--- src/rtl/irq_pkg.sv ---
// Shared constants and types for the machine-mode interrupt controller.
`ifndef XLEN
`define XLEN 32
`endif

package irq_pkg;

  localparam logic [11:0] CSR_MSTATUS = 12'h300;
  localparam logic [11:0] CSR_MIE     = 12'h304;
  localparam logic [11:0] CSR_MIP     = 12'h344;

  localparam logic [3:0] IRQ_MSI = 4'd3;
  localparam logic [3:0] IRQ_MTI = 4'd7;
  localparam logic [3:0] IRQ_MEI = 4'd11;

  localparam logic [11:0] IRQ_MASK = 12'h888;

  typedef enum logic [1:0] {IDLE, REQ, HANDLER} irq_state_t;

  // Fixed priority: external, then software, then timer.
  function automatic logic [3:0] irq_pick(input logic [11:0] pend);
    if (pend[IRQ_MEI])      return IRQ_MEI;
    else if (pend[IRQ_MSI]) return IRQ_MSI;
    else                    return IRQ_MTI;
  endfunction

endpackage

--- src/rtl/m_sync_ff.sv ---
// Multi-flop level synchronizer with synchronous active-low clear.
module m_sync_ff #(
  parameter int unsigned STAGES = 2
) (
  input  logic i_clk,
  input  logic i_rst,
  input  logic i_d,
  output logic o_q
);

  logic [STAGES-1:0] sync_q;

  always_ff @(posedge i_clk) begin
    if (!i_rst) sync_q <= '0;
    else        sync_q <= {sync_q[STAGES-2:0], i_d};
  end

  assign o_q = sync_q[STAGES-1];

endmodule

--- src/rtl/m_irq_ctrl.sv ---
// Machine-mode interrupt controller: mstatus.MIE/MPIE, mie, mip view,
// prioritised trap request with a cause frozen until the core acks.
`ifndef XLEN
`define XLEN 32
`endif

module m_irq_ctrl
  import irq_pkg::*;
#(
  parameter int unsigned SYNC_STAGES = 2,
  parameter int unsigned XLEN        = `XLEN
) (
  input  logic            i_clk,
  input  logic            i_rst,
  input  logic            i_tip,
  input  logic            i_sip,
  input  logic            i_eip,
  input  logic            i_csr_wen,
  input  logic            i_csr_ren,
  input  logic [11:0]     i_csr_addr,
  input  logic [XLEN-1:0] i_csr_wdata,
  output logic [XLEN-1:0] o_csr_rdata,
  output logic            o_csr_hit,
  output logic            o_irq_req,
  output logic [XLEN-1:0] o_irq_cause,
  input  logic            i_irq_ack,
  input  logic            i_mret
);

  irq_state_t      state_q, state_d;
  logic            mie_bit_q, mie_bit_d;
  logic            mpie_q, mpie_d;
  logic [11:0]     mie_q, mie_d;
  logic [XLEN-1:0] cause_q, cause_d;
  logic            eip_sync;
  logic [11:0]     mip;
  logic [11:0]     pend;
  logic [11:0]     rd_val;
  logic [XLEN-1:0] cause_word;
  logic            ack_take;
  logic            unused_wdata;

  m_sync_ff #(
    .STAGES (SYNC_STAGES)
  ) u_eip_sync (
    .i_clk (i_clk),
    .i_rst (i_rst),
    .i_d   (i_eip),
    .o_q   (eip_sync)
  );

  always_comb begin
    mip          = '0;
    mip[IRQ_MSI] = i_sip;
    mip[IRQ_MTI] = i_tip;
    mip[IRQ_MEI] = eip_sync;
  end

  assign pend     = mip & mie_q & {12{mie_bit_q}};
  assign ack_take = (state_q == REQ) && i_irq_ack;

  always_comb begin
    cause_word         = '0;
    cause_word[XLEN-1] = 1'b1;
    cause_word[3:0]    = irq_pick(pend);
  end

  always_comb begin
    state_d   = state_q;
    cause_d   = cause_q;
    mie_bit_d = mie_bit_q;
    mpie_d    = mpie_q;
    mie_d     = mie_q;

    if (i_csr_wen && (i_csr_addr == CSR_MIE)) mie_d = i_csr_wdata[11:0] & IRQ_MASK;

    // Trap entry beats mret, and both beat a software write to mstatus.
    if (ack_take) begin
      mpie_d    = mie_bit_q;
      mie_bit_d = 1'b0;
    end else if (i_mret) begin
      mie_bit_d = mpie_q;
      mpie_d    = 1'b1;
    end else if (i_csr_wen && (i_csr_addr == CSR_MSTATUS)) begin
      mie_bit_d = i_csr_wdata[3];
      mpie_d    = i_csr_wdata[7];
    end

    unique case (state_q)
      IDLE: begin
        if (|pend) begin
          state_d = REQ;
          cause_d = cause_word;
        end
      end
      REQ: begin
        if (i_irq_ack)   state_d = HANDLER;
        else if (~|pend) state_d = IDLE;
      end
      HANDLER: begin
        if (i_mret) begin
          state_d = IDLE;
        end else if (|pend) begin
          state_d = REQ;
          cause_d = cause_word;
        end
      end
      default: state_d = IDLE;
    endcase
  end

  always_ff @(posedge i_clk) begin
    if (!i_rst) begin
      state_q   <= IDLE;
      cause_q   <= '0;
      mie_bit_q <= 1'b0;
      mpie_q    <= 1'b0;
      mie_q     <= '0;
    end else begin
      state_q   <= state_d;
      cause_q   <= cause_d;
      mie_bit_q <= mie_bit_d;
      mpie_q    <= mpie_d;
      mie_q     <= mie_d;
    end
  end

  assign o_csr_hit = (i_csr_addr == CSR_MSTATUS) || (i_csr_addr == CSR_MIE) ||
                     (i_csr_addr == CSR_MIP);

  always_comb begin
    rd_val = '0;
    if (i_csr_ren) begin
      unique case (i_csr_addr)
        CSR_MSTATUS: begin
          rd_val[3] = mie_bit_q;
          rd_val[7] = mpie_q;
        end
        CSR_MIE: rd_val = mie_q;
        CSR_MIP: rd_val = mip;
        default: rd_val = '0;
      endcase
    end
  end

  assign o_csr_rdata  = XLEN'(rd_val);
  assign o_irq_req    = (state_q == REQ);
  assign o_irq_cause  = cause_q;
  assign unused_wdata = ^i_csr_wdata[XLEN-1:12];

endmodule

--- config.mk ---
export PLATFORM = sky130hd
export DESIGN_NAME = m_irq_ctrl
export DESIGN_NICKNAME = d
export VERILOG_FILES = /design/src/rtl/irq_pkg.sv /design/src/rtl/m_sync_ff.sv /design/src/rtl/m_irq_ctrl.sv
export SDC_FILE = /design/constraint.sdc
export NUM_CORES = 1
export LEC_CHECK = 0
export CAP_MARGIN = 25
export CORE_UTILIZATION = 28
export CTS_CLUSTER_DIAMETER = 40
export CTS_CLUSTER_SIZE = 14
export DETAILED_ROUTE_END_ITERATION = 8
export GPL_ROUTABILITY_DRIVEN = 0
export PLACE_DENSITY_LB_ADDON = 0.3
export SYNTH_ARGS = -nofsm -noshare
export SYNTH_HDL_FRONTEND = slang
export SYNTH_SLANG_ARGS = --single-unit
--- constraint.sdc ---
create_clock -name i_clk -period 2 [get_ports i_clk]
set_input_delay 0.6 -clock i_clk [delete_from_list [all_inputs] [get_ports i_clk]]
set_output_delay 0.6 -clock i_clk [all_outputs]
set_load 0.01 [all_outputs]
==> results by group, run 1 <==
STA
  – Peak Freq: slightly below 500 MHz
  – Setup violators final: 3
  – Share of the clock period used by the worst path: 102%
  – Setup TNS: -0.0815 ns
  – Clk_skew: between 0.003 and 0.004 ns
  – Pins Over Slew Limit: 0
  – Shortest period the worst path allows: 2.05 ns
  – Setup ws final: -0.0460 ns
  – Final Hold Fails: 0
  – Unrepaired setup endpoints after global routing: yes

Finish
  – Area of the multi-input gates: just over 600 µm²
  – Area Growth Syn to Fin: 24.7%
  – Final #Nets: 231
  – Share of cells above drive strength 1: about 24%
  – ANT cells: 0
  – Utilization after layout: between 30% and 40%
  – Non-Filler Cell Area, Final: about 1300 µm²
  – Fillers: slightly above 400
  – Register area: between 200 and 250 µm²

Logic synthesis
  – Largest family of logic cells by synthesized area: buffers and inverters
  – Post-synthesis mux area share: 8.49%
  – Syn. warnings: 0
  – Post-synth top area share: 40.5%
  – Post-synthesis async set-or-reset flop share: 0%
  – Post-synthesis compound-gate area fraction: 9.30%
  – Post-synthesis register bit count: 12
  – Sequential element share of the synthesized area: roughly 22%
  – Synth Area in Simple Gates: approximately 17%
  – Top_reg_cell synth: dfxtp_1
  – Synthesized area per cell: 8.15 µm²
  – Post-Synth Adder-Cell Area: 0%
  – Unique masters post-synth: 27
  – Post-synth EDFFs: 0
  – XOR/XNOR Fraction of Synth Area: 0%
  – Synth area leaders: buf_4 (40%), dfxtp_1 (22%), mux2i_1 (7.4%)
  – Cell Area, Synth: around 1100 µm²
  – Synth cell count leaders: buf_4 (58), dfxtp_1 (12), nand2_1 (10)
  – Most frequent cell after synthesis: buf_4
  – Area leader, netlist: buf_4
  – Mapped Cells: between 100 and 150

Global route
  – Vias in the first global route: approximately 700
  – Initial antenna violation count: 0
  – First-pass GRT wire length: 2900 µm
  – GR Util All Layers: under 10%
  – Total grt overflow: 0
  – Largest net degree at the start of global routing: 17

Route
  – Iteration-0 DRC Markers: 40
  – DRT met1 WL: approximately 810 µm
  – Highest metal used: met4
  – TritonRoute pass-1 iters: 4
  – DR DRC count: 0
  – WL met3: 196 µm
  – Vias per cell: 3.75
  – Routed vias: around 840
  – Antenna Violating Nets Remaining: 0
  – Post-Route WL: roughly 1900 µm
  – Routed met2 length: between 800 and 900 µm
  – Wire per inst: a little over 8 µm

Critical path
  – Crit Path Class: in -> out
  – Worst-path fanout max: 3
  – Crit-path slowest cell: and4bb_2
  – Critical path capture point type: primary output
  – Cell family with most CP delay: simple AND/OR/NAND/NOR gates
  – Arrival @ worst endpoint: roughly 1.5 ns
  – Crit-path max cell delay: 0.32 ns
  – Worst Path Buf+Inv: 2
  – CP Cell Sequence: buf_6, and4bb_2, nand4_1, nor3_2, buf_2
  – Required time of the critical path: approximately 1.4 ns
  – CP startpoint kind: input pin

Placement
  – Port bufs: 33
  – Post-DP HPWL: between 1500 and 2000 µm
  – Placed Area: between 1000 and 1500 µm²
  – DP Worst Slack: -0.868 ns

Clocking
  – Clk slew on worst S/H paths: roughly 0.05 ns
  – TritonCTS clock tree: yes
  – H-tree depth: 1
  – Root Buffer: clkbuf_8
  – Hold Buf Count CTS: 0
  – Sink Count: 12
  – Clk_lat worst skew: approximately 0.24 ns
  – Worst-case clock buffer depth: 2
  – Total CTS buffers: 3

Power and ir drop
  – Pleak: about 0.00063 µW
  – Internal: ~470 µW
  – Psw: 172 µW
  – Clk pwr share: 41.1%
  – P per Cell Area: about 480 nW/µm²
  – Worst VDD drop: around 0.00026 V
  – Sequential share of power: roughly two fifths
  – Combinational share of power: between 20% and 30%
  – Switching share of power: a little over a quarter

Outcome
  – Outcome: finished with violations
  – Violated checks: negative setup slack

Worst hold path
  – Hold Crit Class: reg -> reg

Floorplanning
  – Die height: 64.0 µm
  – Rows: 22
  – IO Count: 119
  – Starting Density: 29.4%
  – Core ar.: around 3700 µm²
  – Die ar.: a little over 4000 µm²
  – Die X: around 64 µm

Run
  – Max Cap Viol: 0
[power by group through the flow]
| stage | clock network, µW | logic [µW] | registers (µW) |
|---|---|---|---|
| after global routing | 282 | 145 | 249 |
| final | 264 | 130 | 248 |
| after global placement | 0 | 137 | 253 |
| after CTS | 271 | 129 | 248 |
| after detailed placement | 0 | 137 | 253 |
| after floorplan | 0 | 154 | 252 |
[cells in the final DEF (no fill, tap or decap), types with 6 or more instances in the layout]
cell type	count
nand2_1	10
nor2_1	8
dfxtp_1	11
buf_2	11
clkdlybuf4s50_1	14
mux2i_1	8
a21oi_1	6
conb_1	56
buf_4	13
[metal layers]
layer / track usage, % / vias up
li1: - / 415
met1: 10.7 / 372
met2: 14.4 / 55
met3: 2.50 / 2
met4: 3.41 / 0
met5: 0 / -
[flip-flops by register name, indices dropped and copies added, names as in the netlist]
register           cells
mie_bit_q              1
mie_q                  3
state_q                2
u_eip_sync.sync_q      2
mpie_q                 1
o_irq_cause            3
[metrics by stage]
stage	cells	power [µW]	hold WS, ns
after floorplan	187	406	0.412
after global routing	225	676	0.473
after global placement	219	390	0.421
final	225	642	0.440
after CTS	225	648	0.446
after detailed placement	219	390	0.424
[repair_timing]
item	in CTS	in global routing
cloned	0	0
pin swaps	9	0
setup buffers	2	0
resized for setup	61	3
setup endpoints to repair	6	5
[logic make-up (layout without fill, tap and decap cells)]
family          Yosys count  count (layout)
compound gates           15              15
buf+inv                  61              51
flops                    12              12
other cells               1              56
mux                       9               9
simple gates             34              34
[final cells by class]
class | instances | share of cell area [%]
Sequential cell | 12 | 18.0
Multi-Input combinational cell | 114 | 45.4
Inverter | 1 | 0.280
Clock buffer | 4 | 4.10
Tap cell | 48 | 4.48
Timing Repair Buffer | 46 | 27.7
[worst paths after layout]
path | slack [ns] | cells after the start | endpoint | startpoint
setup / recovery | -0.05 | 5 | o_csr_rdata[11] | i_csr_addr[11]
hold / removal | 0.44 | 1 | u_eip_sync.sync_q[1] | u_eip_sync.sync_q[0]
hold reg to reg | 0.44 | 1 | u_eip_sync.sync_q[1] | u_eip_sync.sync_q[0]
setup reg to reg | 0.71 | 3 | o_irq_cause[2] | mie_q[11]
No activity file was read; power rests on OpenSTA's default activity.
==> run 2: changes to the inputs <==
- CORE_ASPECT_RATIO: default -> 0.5
- clock period: 2 -> 2.25 ns (I/O delays scaled with it)
==> results by group, run 2 (synthesized netlist as in run 1, its figures left out) <==
Outcome
  – Outcome: finished, final reports clean

STA
  – Slew @ Worst Pin: slightly above 0.5 ns
  – Peak Freq: between 400 and 500 MHz
  – Shortest period the worst path allows: ~2.2 ns
  – Setup TNS: 0 ns (+0.0815 ns)
  – Share of the clock period used by the worst path: between 90 and 100%
  – Final Hold Fails: 0 (unchanged)
  – Pins Over Slew Limit: 0 (unchanged)
  – Unrepaired setup endpoints after global routing: yes
  – Relative slew slack: about two thirds
  – Worst hold slack: 0.433 ns (-0.00641 ns)
  – Clk_skew: 0.000842 ns (-0.00298 ns)
  – Setup violators final: 0 (-3)

Clocking
  – Post-CTS setup buffer count: 0 (-2)
  – Sink Count: 12 (unchanged)
  – TritonCTS clock tree: yes
  – Root Buffer: clkbuf_8
  – Clk_lat worst skew: 0.23 ns (about the same)
  – Clk slew on worst S/H paths: 0.05 ns (about the same)
  – H-tree depth: 1 (unchanged)
  – Worst-case clock buffer depth: 2 (unchanged)
  – Total CTS buffers: 3 (unchanged)

Finish
  – Utilization after layout: 36.0% (-0.59 points)
  – Area Growth Syn to Fin: 18.8%
  – Final #Nets: 226 (-2.2%)
  – Most frequent cells in the layout: conb_1 (56), clkdlybuf4s50_1 (14), dfxtp_1 (12)
  – Share of cells above drive strength 1: 18.7% (-5.6 points)
  – Fillers: 386 (-6.3%)
  – ANT cells: 0 (unchanged)
  – Leading cell type in the layout, fill and taps excluded: conb_1

Critical path
  – CP startpoint kind: input pin
  – Worst-path fanout max: 3 (unchanged)
  – Arrival @ worst endpoint: 1.55 ns (+0.10 ns)
  – Crit Path Class: in -> out
  – Critical path capture point type: primary output
  – Required time of the critical path: 1.57 ns (+0.17 ns)

Placement
  – Port bufs: 33 (unchanged)
  – Post-DP HPWL: 1540 µm (+2.3%)

Floorplanning
  – Die height: 45.8 µm (-28%)
  – IO Count: 119 (unchanged)
  – Core ar.: 3550 µm² (-3.1%)
  – Rows: 15 (-32%)
  – Die X: 89.7 µm (+40%)
  – Die ar.: 4110 µm² (+0.37%)
  – Starting Density: 30.3% (+0.94 points)

Route
  – Routed vias: 817 (-3.2%)
  – DR DRC count: 0 (unchanged)
  – Antenna Violating Nets Remaining: 0 (unchanged)
  – Iteration-0 DRC Markers: 31 (-23%)
  – Vias per cell: 3.68 (-1.9%)
  – TritonRoute pass-1 iters: 4 (unchanged)
  – Wire per inst: 8.48 µm (+2.2%)
  – Post-Route WL: 1880 µm (+0.80%)

Power and ir drop
  – Sequential share of power: 42.3% (+3.7 points)
  – Switching share of power: 27.9% (+1.1 points)
  – Pleak: 0.000605 µW (-4.4%)
  – Clk pwr share: 36.4% (-4.7 points)
  – Internal: 377 µW (-20%)
  – Combinational share of power: 21.3% (+1.0 points)
  – P per Cell Area: 408 nW/µm² (-15%)
  – Worst VDD drop: 0.000221 V (-15%)
  – Psw: 146 µW (-15%)

Global route
  – GR Util All Layers: 8.98% (+0.23 points)
  – Total grt overflow: 0 (unchanged)
  – First-pass GRT wire length: 2750 µm (-5.0%)
  – Largest net degree at the start of global routing: 17 (unchanged)
  – Initial antenna violation count: 0 (unchanged)
  – Vias in the first global route: 675 (-3.8%)

Run
  – Max Cap Viol: 0 (unchanged)

Worst hold path
  – Hold Crit Class: reg -> reg
## run 2: routing by layer
| metal | share of wire [%] | global-route usage, % | vias up |
|---|---|---|---|
| met5 | 0 | 0 | - |
| met4 | 0 | 2.86 | 0 |
| met3 | 5.6 | 2.72 | 0 |
| met2 | 52 | 16.4 | 41 |
| met1 | 42 | 10.3 | 371 |
| li1 | - | - | 405 |
## run 2: layout make-up
class | count | area, µm² | share of cell area [%]
Multi-Input combinational cell | 114 | 597 | 46.7
Timing Repair Buffer | 41 | 333 | 26.0
Sequential cell | 12 | 240 | 18.8
Tap cell | 51 | 63.8 | 4.99
Clock buffer | 3 | 41.3 | 3.23
Inverter | 1 | 3.75 | 0.294
## run 2: power groups by stage
stage	registers, µW	logic, µW	clock network, µW
after floorplan	224	137	0
after global placement	225	117	0
after detailed placement	225	118	0
after CTS	221	110	198
after global routing	221	128	204
final	221	111	190
## run 2: path summary, 6_finish.rpt
check                        from              endpoint  slack, ns  depth (start not counted)
max                i_csr_addr[11]       o_csr_rdata[11]       0.02                          5
min reg2reg  u_eip_sync.sync_q[0]  u_eip_sync.sync_q[1]       0.43                          1
max reg2reg             mie_q[11]        o_irq_cause[2]       0.95                          3
min          u_eip_sync.sync_q[0]  u_eip_sync.sync_q[1]       0.43                          1
## run 2: critical path: stages
cell,delay [ns]
buf_6,0.09
and4bb_2,0.30
nand4_1,0.15
nor3_1,0.19
buf_2,0.15
## run 2: per-stage QoR
stage	cell area (µm²)	cells	power [µW]	setup WS, ns
global placement	1290	219	342	-0.743
floorplan	1280	187	361	0.154
global route	1280	222	554	-0.0439
detailed placement	1290	219	343	-0.746
CTS	1290	222	528	0.00458
finish	1280	222	522	0.0211
## run 2: what timing repair did
action                     CTS  global route
hold buffers                 0             0
setup endpoints to repair    4             4
gates resized for setup     41            14
pin swaps                    8             5
gates cloned                 0             0
